$ cat config.mk
export PLATFORM = sky130hd
export DESIGN_NAME = multicycle_controller
export DESIGN_NICKNAME = d
export VERILOG_FILES = /design/src/rtl/riscv_ctrl_pkg.sv /design/src/rtl/imm_src_decoder.sv /design/src/rtl/multicycle_controller.sv
export SDC_FILE = /design/constraint.sdc
export NUM_CORES = 1
export LEC_CHECK = 0
export CAP_MARGIN = 20
export CORE_MARGIN = 2
export CORE_UTILIZATION = 44
export CTS_CLUSTER_DIAMETER = 150
export DETAILED_ROUTE_END_ITERATION = 16
export HOLD_SLACK_MARGIN = 0.03
export MAX_ROUTING_LAYER = met4
export PLACE_DENSITY_LB_ADDON = 0.05
export SYNTH_ARGS = -nofsm -noshare
export SYNTH_HDL_FRONTEND = slang
export SYNTH_HIERARCHICAL = 1
export SYNTH_SLANG_ARGS = --single-unit
$ cat constraint.sdc
create_clock -name i_clk -period 1.9 [get_ports i_clk]
set_input_delay 0.19 -clock i_clk [delete_from_list [all_inputs] [get_ports i_clk]]
set_output_delay 0.19 -clock i_clk [all_outputs]
set_load 0.02 [all_outputs]
$ cat src/rtl/riscv_ctrl_pkg.sv
// Shared encodings for the multicycle RISC-V control unit.
// The HALT state exists only when ILLEGAL_OP_TRAP_EN is defined.
package riscv_ctrl_pkg;

    localparam logic [6:0] OP_LW     = 7'b0000011;
    localparam logic [6:0] OP_SW     = 7'b0100011;
    localparam logic [6:0] OP_RTYPE  = 7'b0110011;
    localparam logic [6:0] OP_ITYPE  = 7'b0010011;
    localparam logic [6:0] OP_BRANCH = 7'b1100011;
    localparam logic [6:0] OP_JAL    = 7'b1101111;
    localparam logic [6:0] OP_JALR   = 7'b1100111;

    typedef enum logic [3:0] {
        S_FETCH    = 4'd0,
        S_DECODE   = 4'd1,
        S_MEMADR   = 4'd2,
        S_MEMREAD  = 4'd3,
        S_MEMWB    = 4'd4,
        S_MEMWRITE = 4'd5,
        S_EXECUTER = 4'd6,
        S_EXECUTEI = 4'd7,
        S_ALUWB    = 4'd8,
        S_BEQ      = 4'd9,
        S_JALR_ADR = 4'd10,
        S_JAL      = 4'd11
`ifdef ILLEGAL_OP_TRAP_EN
        , S_HALT   = 4'd12
`endif
    } state_t;

    localparam logic [1:0] RES_ALUOUT    = 2'b00;
    localparam logic [1:0] RES_DATA      = 2'b01;
    localparam logic [1:0] RES_ALURESULT = 2'b10;

    localparam logic [1:0] SRCA_PC    = 2'b00;
    localparam logic [1:0] SRCA_OLDPC = 2'b01;
    localparam logic [1:0] SRCA_A     = 2'b10;

    localparam logic [1:0] SRCB_B    = 2'b00;
    localparam logic [1:0] SRCB_IMM  = 2'b01;
    localparam logic [1:0] SRCB_FOUR = 2'b10;

    localparam logic [1:0] ALUOP_ADD   = 2'b00;
    localparam logic [1:0] ALUOP_SUB   = 2'b01;
    localparam logic [1:0] ALUOP_FUNCT = 2'b10;

    localparam logic [1:0] IMM_I = 2'b00;
    localparam logic [1:0] IMM_S = 2'b01;
    localparam logic [1:0] IMM_B = 2'b10;
    localparam logic [1:0] IMM_J = 2'b11;

endpackage

$ cat src/rtl/imm_src_decoder.sv
// Immediate-format select, decoded straight from the opcode so the
// extender is ready in DECODE without waiting on the state register.
module imm_src_decoder
    import riscv_ctrl_pkg::*;
(
    input  logic [6:0] i_op,
    output logic [1:0] o_ImmSrc
);

    always_comb begin
        o_ImmSrc = IMM_I;
        case (i_op)
            OP_LW, OP_ITYPE, OP_JALR: o_ImmSrc = IMM_I;
            OP_SW:                    o_ImmSrc = IMM_S;
            OP_BRANCH:                o_ImmSrc = IMM_B;
            OP_JAL:                   o_ImmSrc = IMM_J;
            default:                  o_ImmSrc = IMM_I;
        endcase
    end

endmodule

$ cat src/rtl/multicycle_controller.sv
// Moore control FSM for the multicycle RISC-V core with memory-ready stalls
// and a retired-instruction counter. Optional macro: ILLEGAL_OP_TRAP_EN.
module multicycle_controller
    import riscv_ctrl_pkg::*;
#(
    parameter int INSTRET_W     = 32,
    parameter bit USE_MEM_READY = 1'b1
) (
    input  logic                 i_clk,
    input  logic                 i_rst,
    input  logic [6:0]           i_op,
    input  logic                 i_mem_ready,
    output logic                 o_mem_req,
    output logic                 o_AdrSrc,
    output logic                 o_IRWrite,
    output logic                 o_PCUpdate,
    output logic                 o_Branch,
    output logic                 o_RegWrite,
    output logic                 o_MemWrite,
    output logic [1:0]           o_ResultSrc,
    output logic [1:0]           o_ALUSrcA,
    output logic [1:0]           o_ALUSrcB,
    output logic [1:0]           o_ALUOp,
    output logic [1:0]           o_ImmSrc,
    output logic                 o_illegal,
    output logic [INSTRET_W-1:0] o_instret
);

    state_t state;
    state_t next_state;
    logic   mem_ready;

    assign mem_ready = USE_MEM_READY ? i_mem_ready : 1'b1;

    imm_src_decoder u_imm_src_decoder (
        .i_op     (i_op),
        .o_ImmSrc (o_ImmSrc)
    );

    // An instruction retires on the edge that returns the FSM to FETCH.
    always_ff @(posedge i_clk) begin
        if (i_rst) begin
            state     <= S_FETCH;
            o_instret <= '0;
        end else begin
            state <= next_state;
            if (next_state == S_FETCH && state != S_FETCH) begin
                o_instret <= o_instret + INSTRET_W'(1);
            end
        end
    end

    always_comb begin
        next_state = state;
        case (state)
            S_FETCH:    if (mem_ready) next_state = S_DECODE;
            S_DECODE: begin
                case (i_op)
                    OP_LW, OP_SW: next_state = S_MEMADR;
                    OP_RTYPE:     next_state = S_EXECUTER;
                    OP_ITYPE:     next_state = S_EXECUTEI;
                    OP_BRANCH:    next_state = S_BEQ;
                    OP_JAL:       next_state = S_JAL;
                    OP_JALR:      next_state = S_JALR_ADR;
`ifdef ILLEGAL_OP_TRAP_EN
                    default:      next_state = S_HALT;
`else
                    default:      next_state = S_FETCH;
`endif
                endcase
            end
            S_MEMADR:   next_state = (i_op == OP_LW) ? S_MEMREAD : S_MEMWRITE;
            S_MEMREAD:  if (mem_ready) next_state = S_MEMWB;
            S_MEMWB:    next_state = S_FETCH;
            S_MEMWRITE: if (mem_ready) next_state = S_FETCH;
            S_EXECUTER: next_state = S_ALUWB;
            S_EXECUTEI: next_state = S_ALUWB;
            S_ALUWB:    next_state = S_FETCH;
            S_BEQ:      next_state = S_FETCH;
            S_JALR_ADR: next_state = S_JAL;
            S_JAL:      next_state = S_ALUWB;
`ifdef ILLEGAL_OP_TRAP_EN
            S_HALT:     next_state = S_HALT;
`endif
            default:    next_state = S_FETCH;
        endcase
    end

    // Datapath controls; reset masks every enable and the memory request.
    always_comb begin
        o_mem_req   = 1'b0;
        o_AdrSrc    = 1'b0;
        o_IRWrite   = 1'b0;
        o_PCUpdate  = 1'b0;
        o_Branch    = 1'b0;
        o_RegWrite  = 1'b0;
        o_MemWrite  = 1'b0;
        o_ResultSrc = RES_ALUOUT;
        o_ALUSrcA   = SRCA_PC;
        o_ALUSrcB   = SRCB_B;
        o_ALUOp     = ALUOP_ADD;
        case (state)
            S_FETCH: begin
                o_mem_req   = 1'b1;
                o_ALUSrcB   = SRCB_FOUR;
                o_ResultSrc = RES_ALURESULT;
                o_IRWrite   = mem_ready;
                o_PCUpdate  = mem_ready;
            end
            S_DECODE: begin
                o_ALUSrcA = SRCA_OLDPC;
                o_ALUSrcB = SRCB_IMM;
            end
            S_MEMADR, S_JALR_ADR: begin
                o_ALUSrcA = SRCA_A;
                o_ALUSrcB = SRCB_IMM;
            end
            S_MEMREAD: begin
                o_AdrSrc  = 1'b1;
                o_mem_req = 1'b1;
            end
            S_MEMWB: begin
                o_ResultSrc = RES_DATA;
                o_RegWrite  = 1'b1;
            end
            S_MEMWRITE: begin
                o_AdrSrc   = 1'b1;
                o_mem_req  = 1'b1;
                o_MemWrite = 1'b1;
            end
            S_EXECUTER: begin
                o_ALUSrcA = SRCA_A;
                o_ALUOp   = ALUOP_FUNCT;
            end
            S_EXECUTEI: begin
                o_ALUSrcA = SRCA_A;
                o_ALUSrcB = SRCB_IMM;
                o_ALUOp   = ALUOP_FUNCT;
            end
            S_ALUWB:    o_RegWrite = 1'b1;
            S_BEQ: begin
                o_ALUSrcA = SRCA_A;
                o_ALUOp   = ALUOP_SUB;
                o_Branch  = 1'b1;
            end
            S_JAL: begin
                o_ALUSrcA  = SRCA_OLDPC;
                o_ALUSrcB  = SRCB_FOUR;
                o_PCUpdate = 1'b1;
            end
            default: ;
        endcase
        if (i_rst) begin
            o_mem_req  = 1'b0;
            o_IRWrite  = 1'b0;
            o_PCUpdate = 1'b0;
            o_Branch   = 1'b0;
            o_RegWrite = 1'b0;
            o_MemWrite = 1'b0;
        end
    end

`ifdef ILLEGAL_OP_TRAP_EN
    assign o_illegal = (state == S_HALT);
`else
    assign o_illegal = 1'b0;
`endif

endmodule

# Yosys cells after proc, flatten, opt, wreduce, memory -nomap -nowiden
# Cells that the tools add are included.
[word_totals]
out_inout_bits = 50
ff_bits = 36
word_cells = 59
[op_classes]
addsub = 1
reduce_logical = 14
muxes = 24
eq_ne = 18
[op_table]
columns = ["operator", "n"]
rows = [
  ["$add 32x1->32 const B", 1],
  ["$pmux 4 s7", 1],
  ["$pmux 4 s6", 1],
  ["$eq 7x7->1 const B", 3],
  ["$eq 4x3->1 const B", 4],
  ["$eq 4x4->1 const B", 4],
  ["$pmux 2 s2", 4],
  ["$eq 7x6->1 const B", 2],
  ["$mux 1", 12],
  ["$mux 4", 3],
  ["$reduce_or 2->1", 6],
  ["$eq 4x2->1 const B", 2],
  ["$logic_not 4->1", 2],
  ["$eq 7x2->1 const B", 1],
  ["$eq 7x5->1 const B", 1],
  ["$pmux 2 s3", 1],
  ["$reduce_or 3->1", 2],
  ["$reduce_or 5->1", 1],
  ["$eq 4x1->1 const B", 1],
  ["$reduce_bool 4->1", 1],
  ["$reduce_or 4->1", 1],
  ["$mux 3", 1],
  ["$pmux 1 s2", 1],
  ["$logic_and 1x1->1", 1],
]

# Depth between registers and ports, before layout
# Gate-level depths: netlist of run 1.
[depth]
ltp_word = 6
depth_mapped = 8
mapped_depth_nobuf = 6

# Cells and area by module
# The synthesis of run 1 kept the hierarchy.
[by_module_without_submodules]
columns = ["module", "seq_area_each_um2", "cells_each", "area_each_um2", "n_inst"]
rows = [
  ["multicycle_controller", 720.7, 293, 2283.4, 1],
  ["imm_src_decoder", 0.0, 6, 43.8, 1],
]

# Worst setup path after synthesis of run 1
# Ideal clock, no wire load.
[synth_path]
path_type = "flip-flop to flip-flop"
startpoint = "register state[0]"
endpoint = "register o_instret[9]"
n_path_buf = 2
slack_ns = -0.342
stages_incl_launch_ff = 8
arrival_time_ns = 2.110
setup_ns = 0.132
cell_sequence = "dfxtp_1 > buf_4 > nor4_1 > and4bb_2 > nand3_4 > buf_2 > or3_1 > a21oi_1"
[synth_between]
elab_chain_len = 5
elab_cells_between_ends = 17
classes_between = "eq/ne: 8; mux: 4; reduce/logical: 5"
[synth_lines]
columns = ["element", "line", "source"]
rows = [
  ["start: declaration", "multicycle_controller.sv:29", "state_t state;"],
  ["start signal: assignment", "multicycle_controller.sv:46", "state <= next_state;"],
  ["$eq 4x3->1 / $eq 4x4->1 (equally long branches)", "multicycle_controller.sv:55", "case (state)"],
  ["$reduce_or 3->1 (no source line)", "--", ""],
  ["$pmux 4 s7", "multicycle_controller.sv:55", ""],
  ["$logic_not 4->1", "multicycle_controller.sv:47", "if (next_state == S_FETCH && state != S_FETCH) begin"],
  ["$logic_and 1x1->1 (*)", "multicycle_controller.sv:47", ""],
  ["end signal: assignment", "multicycle_controller.sv:48", "o_instret <= o_instret + INSTRET_W'(1);"],
  ["end: declaration", "multicycle_controller.sv:26", "output logic [INSTRET_W-1:0] o_instret"],
]
# Mark *: on every way between the ends. The rest lies on a longest branch, timed or not.
# A chain may end at the register's enable or synchronous reset.

# Worst setup path in the final report of run 1
[layout_path]
startpoint = "register state[3]"
endpoint = "register o_instret[22]"
# The elaborated chain is that of the path after synthesis.

==> results of run 1 <==
-- worst reg2reg max path, stage by stage (launching register included) --
cell and delay (ps):
dfxtp_4 390, and4bb_2 290, nand4_1 190, a21oi_4 130, nor4_4 340, or4b_1 490
a21oi_1 140
-- metal layers --
layer / vias up / track usage [%] / wire [µm]
met1: 1300 / 35.5 / 3430
met5: - / - / 0
met2: 81 / 36.9 / 3620
met3: 4 / 3.76 / 459
met4: 0 / 5.27 / 26
li1: 1334 / - / -
-- how the worst max path moves through the flow --
stage	startpoint	to	slack (ps)
after floorplan	o_instret[3]	o_instret[22]	-30
after global placement	i_op[3]	o_instret[25]	-500
after detailed placement	i_op[3]	o_instret[25]	-520
after CTS	state[2]	o_instret[16]	-90
after global routing	state[2]	o_instret[22]	-220
final	state[3]	o_instret[22]	-140
-- stage by stage --
step / TNS (ps) / std cells / area, µm² / setup WS [ps] / hold WS [ps]
after floorplan: -40.0 / 299 / 2360 / -25.1 / 442
after global placement: -13570 / 461 / 3340 / -503 / 463
after detailed placement: -13980 / 461 / 3340 / -521 / 469
after CTS: -318 / 476 / 3610 / -92.1 / 479
after global routing: -2410 / 479 / 3740 / -216 / 523
final: -447 / 479 / 3740 / -138 / 488
-- cells in the final DEF, fill, tap and decap left out, types with 3 or more instances in the layout --
cell type        count
a21oi_1             27
nor2_1              19
nand4_1             12
dfxtp_2              6
or3_1               12
a21o_1               4
o21ai_0              9
nand2_1             21
nor3_1               5
and4_1               4
o21ai_1              3
clkbuf_8             6
nor2b_1              4
and3_1               8
or4_1                4
nand3_1             17
xnor2_1              5
mux2_2               3
clkdlybuf4s50_1     34
inv_1                6
dfxtp_1             26
dlygate4sd2_1       17
clkbuf_2             5
o31ai_1              4
nor3_2               3
buf_4               51
buf_6               10
xor2_1               3
dfxtp_4              4
nor4_1               4
-- layout make-up --
type                    count  area (µm²)  share of cell area [%]
multi-input cells         237        1740                    46.6
repair buffers            121        1050                    28.1
flip-flops and latches     36         743                    19.9
clock buffers               8        90.1                    2.41
well taps                  70        87.6                    2.34
inverters                   7        26.3                   0.702
-- state kept, by name, summed over array words and instances (netlist names) --
name / cells
state: 4
o_instret: 32
-- timing repair --
action,4_1_cts,5_1_grt
endpoints found under the hold margin,0,0
buffers inserted,5,3
resized for setup,62,43
endpoints found under the setup margin,49,37
cloned,2,1
hold buffers,0,0
pin swaps,31,14
-- cells by family (layout without fill, tap and decap cells) --
| group | count (synthesis) | count (layout) | share of synthesized area [%] |
|---|---|---|---|
| and+or+nand+nor | 156 | 157 | 40.7 |
| AOI/OAI and AO/OA | 66 | 66 | 17.3 |
| DFF | 36 | 36 | 31.0 |
| buffers and inverters | 27 | 136 | 5.48 |
| xor gates and xnor gates | 9 | 9 | 3.39 |
| muxes | 3 | 3 | 1.45 |
| adders and majority gates | 1 | 1 | 0.538 |
| other | 1 | 1 | 0.161 |
-- where the power goes --
group | internal, mW | switching (mW) | total [mW]
clock | 0.296 | 0.275 | 0.571
sequential | 0.754 | 0.00835 | 0.762
combinational | 0.115 | 0.137 | 0.252
total | 1.17 | 0.421 | 1.59
-- cells in the mapped netlist (2+ instances only) --
cell type	number	share of area [%]
clkbuf_1	9	1.5
a21oi_1	31	6.7
nand3_1	18	3.9
or4_1	5	1.6
dfxtp_1	36	31
and3_1	9	2.4
o41ai_1	2	0.75
nor3b_1	2	0.64
nand2_1	23	3.7
o31ai_1	5	1.6
mux2_2	3	1.5
nand2b_1	4	1.1
a21o_1	5	1.6
buf_4	3	0.97
nand3b_1	2	0.64
nor4b_1	2	0.75
xnor2_1	6	2.3
nand4_1	12	3.2
nor3_1	8	1.7
nand4bb_1	4	1.9
nor2_1	21	3.4
inv_1	7	1.1
nor2b_1	5	1.3
and3b_1	2	0.75
xor2_1	3	1.1
o21ai_0	13	2.8
buf_2	6	1.3
nand4b_1	2	0.75
or3_1	12	3.2
and4_1	6	2.3
nor4_1	7	1.9
==> results by group, run 1 <==
Pwr
  • VDD IR max: approximately 370 µV
  • Pleak: between 1 and 1.5 nW
  • Pwr Total: about 1.6 mW
  • Pwr Density: 424 mW/mm²

Status
  • Failing checks: setup timing
  • Status: finished with violations

Final layout
  • Share of layout cells above drive strength 1: 32.3%
  • Final net count: 419
  • Area Growth Syn to Fin: 60.9%
  • Fill count: between 400 and 500
  • Layout Utilization: 73.3%
  • # diodes: 0

Yosys
  • Syn Nets: slightly above 300
  • Syn Area/Cell: 7.78 µm²
  • Synthesized flop and latch total: 36
  • Cells after Synth: 299
  • Number of synthesized flops with an enable pin: 0
  • Synth Flop Type: dfxtp_1
  • Seq/Total Area, Yosys: a little under a third
  • Async set-reset flop share out of synthesis: 0%
  • Yosys warns: 6
  • Cell variety after synth: 57
  • Synth Cell Area: between 0.002 and 0.0025 mm²

Setup path
  • R2R depth: 6
  • Worst-path cell chain: and4bb_2, nand4_1, a21oi_4, nor4_4, or4b_1, a21oi_1
  • Worst Path Required: 2120 ps
  • Critical path depth: 6
  • CP Buf/Inv Count: 0
  • Type of origin of the critical path: register
  • Crit end category: register
  • Crit-path leading delay family: simple AND/OR/NAND/NOR gates
  • Worst-path fanout max: 6
  • Slowest Stage Delay on Critical Path: 490 ps
  • Worst path arrival time: 2250 ps
  • Worst reg2reg endpoint: o_instret[22]
  • Critical-path top delay cell: or4b_1
  • Reg2reg setup slack: -140 ps
  • Crit Path Category: register to register
  • Worst R2R Start: state[3]

Drt
  • Drt wl/cell: 15.7 µm
  • Initial drt markers: 185
  • Via/cell ratio: 5.68
  • Routed Antenna Nets: 0
  • DRC Markers: 0
  • Routed WL: between 7 and 8 mm
  • Vias: 2719
  • DR pass1 iterations: 4

Placed design
  • Hpwl dp: 4.76 mm
  • I/O Buffers: 58
  • Final GP Congestion: 0.822

Worst hold path
  • Worst Hold End: o_instret[6]
  • Min-delay src: o_instret[6]
  • Tightest Hold Check Type: register to register
  • Hold Path Cell Cnt: 2

GRT
  • Global-route wire length before repair: 11.8 mm
  • GR Util All Layers: about a quarter
  • Initial antenna violation count: 0
  • Vias in the first global route: 2428
  • Pin count of the biggest net entering global routing: 37
  • Grt total ovfl: 0

STA
  • RSZ-0062 raised after global routing: true
  • Fin crit period: 2040 ps
  • # setup viols final: 16
  • Final hold violations: 0
  • Final worst setup slack: -138 ps
  • Fin crit share: 107%
  • Max Clock Freq: 491 MHz
  • Slew Viols, Final: 0
  • Clock skew: 8.01 ps

Clock tree
  • Max clock buf depth: 2
  • CTS H-Tree Depth: 2
  • Clk_lat worst skew: between 200 and 300 ps
  • Clk slew on worst S/H paths: 80 ps
  • CTS tree: yes
  • Clk root buf: clkbuf_8
  • CTS buffer count: 5
  • CTS sink count: 36

Die
  • Die Width: 76.7 µm
  • Die H: 76.7 µm
  • CORE AREA: 0.00511 mm²
  • Initial Utilization: between 40 and 50%
  • Die area: 0.00589 mm²
  • # IOs: 60
  • Row count: 26

Run
  • Max-Cap Viols: 0
Note: power is estimated with default switching activity, not from simulation.
==> run 2: changes to the inputs <==
Settings changed: CTS_CLUSTER_DIAMETER 150 to 100, SLEW_MARGIN set to 20.
==> results of run 2 <==
The final DEF is identical to that of run 1; final timing and power are the same.
==> run 3: changes to the inputs <==
Settings changed: CORE_UTILIZATION 44 to 49.
Clock period 1.9 ns to 2.2 ns, I/O delays scaled along.
==> run 3 against run 2 <==
- the flow now finishes without violations
- combinational power is 27% lower
- wire length shrank 16%
- utilization down 2.0 points
- sequential power down 13%
- die area fell by 9.7%
- critical endpoint unchanged
- design area is 11% lower
- final cell count decreased by 9.6%
- via count is 5.7% lower
- non-clock buffer count fell by 29
- global-route usage decreased by 0.25 points
==> results by group, run 3 (synthesis gave the netlist of run 1 again) <==
Setup path
  • Crit Path Category: input port to register
  • Type of origin of the critical path: input port
  • Worst path arrival time: 2330 ps (+80 ps)
  • Reg2reg setup slack: 130 ps (+270 ps)
  • Crit end category: register
  • Worst Path Required: 2420 ps (+300 ps)
  • Worst-path fanout max: 4 (-2)

STA
  • Final hold violations: 0 (unchanged)
  • Slew Viols, Final: 0 (unchanged)
  • Final worst setup slack: 92.5 ps (+231 ps)
  • Fin crit period: between 2000 and 2500 ps
  • Max Clock Freq: about 470 MHz
  • # setup viols final: 0 (-16)
  • Clock skew: 4.17 ps (-3.84 ps)
  • Fin crit share: 95.8%
  • RSZ-0062 raised after global routing: true

Clock tree
  • CTS H-Tree Depth: 2 (unchanged)
  • CTS buffer count: 5 (unchanged)
  • Max clock buf depth: 2 (unchanged)
  • Cts hold-fix bufs: 0 (unchanged)
  • Clk root buf: clkbuf_8
  • CTS sink count: 36 (unchanged)
  • Clk_lat worst skew: 290 ps (about the same)
  • Post-CTS setup buffers: 0 (-5)
  • Clk slew on worst S/H paths: 70 ps (about the same)
  • CTS tree: yes

Drt
  • Vias: 2563 (-5.7%)
  • Via/cell ratio: 5.92 (+4.3%)
  • DRC Markers: 0 (unchanged)
  • Initial drt markers: 160 (-14%)
  • DR pass1 iterations: 5 (+1)
  • Routed Antenna Nets: 0 (unchanged)
  • Drt wl/cell: 14.6 µm (-6.9%)
  • Routed WL: 6.34 mm (-16%)

GRT
  • GR Util All Layers: 24.5% (-0.25 points)
  • Pin count of the biggest net entering global routing: 40 (+8.1%)
  • Grt total ovfl: 0 (unchanged)
  • Global-route wire length before repair: 10.1 mm (-14%)
  • Vias in the first global route: 2160 (-11%)
  • Initial antenna violation count: 0 (unchanged)

Final layout
  • Area Growth Syn to Fin: 42.8%
  • Leading registers by flop count: o_instret: 32 flops, state: 4 flops
  • Max FFs per register: 32 (unchanged)
  • Biggest register: o_instret
  • Most frequent cells in the layout: clkdlybuf4s50_1 (49), dfxtp_1 (33), buf_4 (32), a21oi_1 (29), nand2_1 (23)
  • Commonest non-fill, non-tap cell in the layout: clkdlybuf4s50_1
  • Share of layout cells above drive strength 1: 16.4% (-16 points)
  • Layout Utilization: 71.3% (-2.0 points)
  • # diodes: 0 (unchanged)
  • Final net count: 389 (-7.2%)

Status
  • Status: completed

Die
  • Initial Utilization: 49.9% (+4.4 points)
  • CORE AREA: 0.00466 mm² (-8.7%)
  • Row count: 25 (-3.8%)
  • Die area: 0.00532 mm² (-9.7%)
  • # IOs: 60 (unchanged)
  • Die Width: 72.9 µm (-5.0%)
  • Die H: 72.9 µm (-5.0%)

Run
  • Max-Cap Viols: 0 (unchanged)

Placed design
  • I/O Buffers: 58 (unchanged)
  • Final GP Congestion: 0.854 (+3.9%)
  • Pre-CTS WS: -293 ps (+228 ps)
  • Hpwl dp: 4.50 mm (-5.5%)

Worst hold path
  • Tightest Hold Check Type: input port to register

Pwr
  • Pleak: 1.24 nW (-11%)
  • Pwr Total: 1.33 mW (-16%)
  • Pwr Density: 401 mW/mm² (-5.3%)
  • VDD IR max: 307 µV (-18%)
[run 3: changes by cell type in the layout (fill, tap and decap cells not counted), sizes merged]
cell | before | now
buf | 64 | 34
clkdlybuf4s50 | 34 | 49
dlygate4sd2 | 17 | 3
clkbuf | 13 | 8
dlymetal6s2s | 1 | 6
nand3 | 21 | 20
[run 3: cell type report]
type | count | area (µm²)
inverter | 7 | 26.3
tap | 54 | 67.6
sequential | 36 | 727
timing repair buffer | 92 | 863
multi-input combinational | 236 | 1550
clock buffer | 8 | 90.1
fill | 395 | 1340
[run 3: where the power goes]
part | internal (mW) | switching, mW | total (mW)
clock | 0.255 | 0.232 | 0.488
sequential | 0.655 | 0.00739 | 0.663
combinational | 0.0854 | 0.0980 | 0.183
total | 0.996 | 0.337 | 1.33
[run 3: path summary, 6_finish.rpt]
path / start / end / cells after the start
setup / recovery: i_op[1] / o_instret[22] / 7
hold / removal: i_op[2] / state[3] / 3
setup reg to reg: o_instret[6] / o_instret[22] / 6
hold reg to reg: o_instret[31] / o_instret[31] / 2
[run 3: metrics by stage]
step | hold WS (ps) | TNS [ps] | cells | cell area [µm²]
detailed placement | 486 | -5040 | 425 | 3150
CTS | 501 | 0 | 433 | 3250
finish | 449 | 0 | 433 | 3320
global route | 499 | -20.8 | 433 | 3320
global placement | 473 | -3960 | 425 | 3150
floorplan | 495 | 0 | 299 | 2330
[run 3: repair_timing]
item | CTS | global route
pin swaps | 0 | 1
endpoints found under the hold margin | 0 | 0
gates resized for setup | 6 | 18
setup endpoints to repair | 8 | 30
[run 3: worst max-delay path: stages]
cell             delay, ps
clkdlybuf4s50_1        580
nand4bb_4              160
o311ai_4               260
nand3_2                150
nor4_4                 340
or4b_1                 460
a21oi_1                150
[run 3: per-layer routing]
metal | routed length, µm | global-route usage, % | up-vias
met1 | 3080 | 35.3 | 1199
met5 | 0 | - | -
li1 | - | - | 1275
met4 | 41 | 4.94 | 0
met3 | 389 | 5.39 | 5
met2 | 2830 | 35.3 | 84
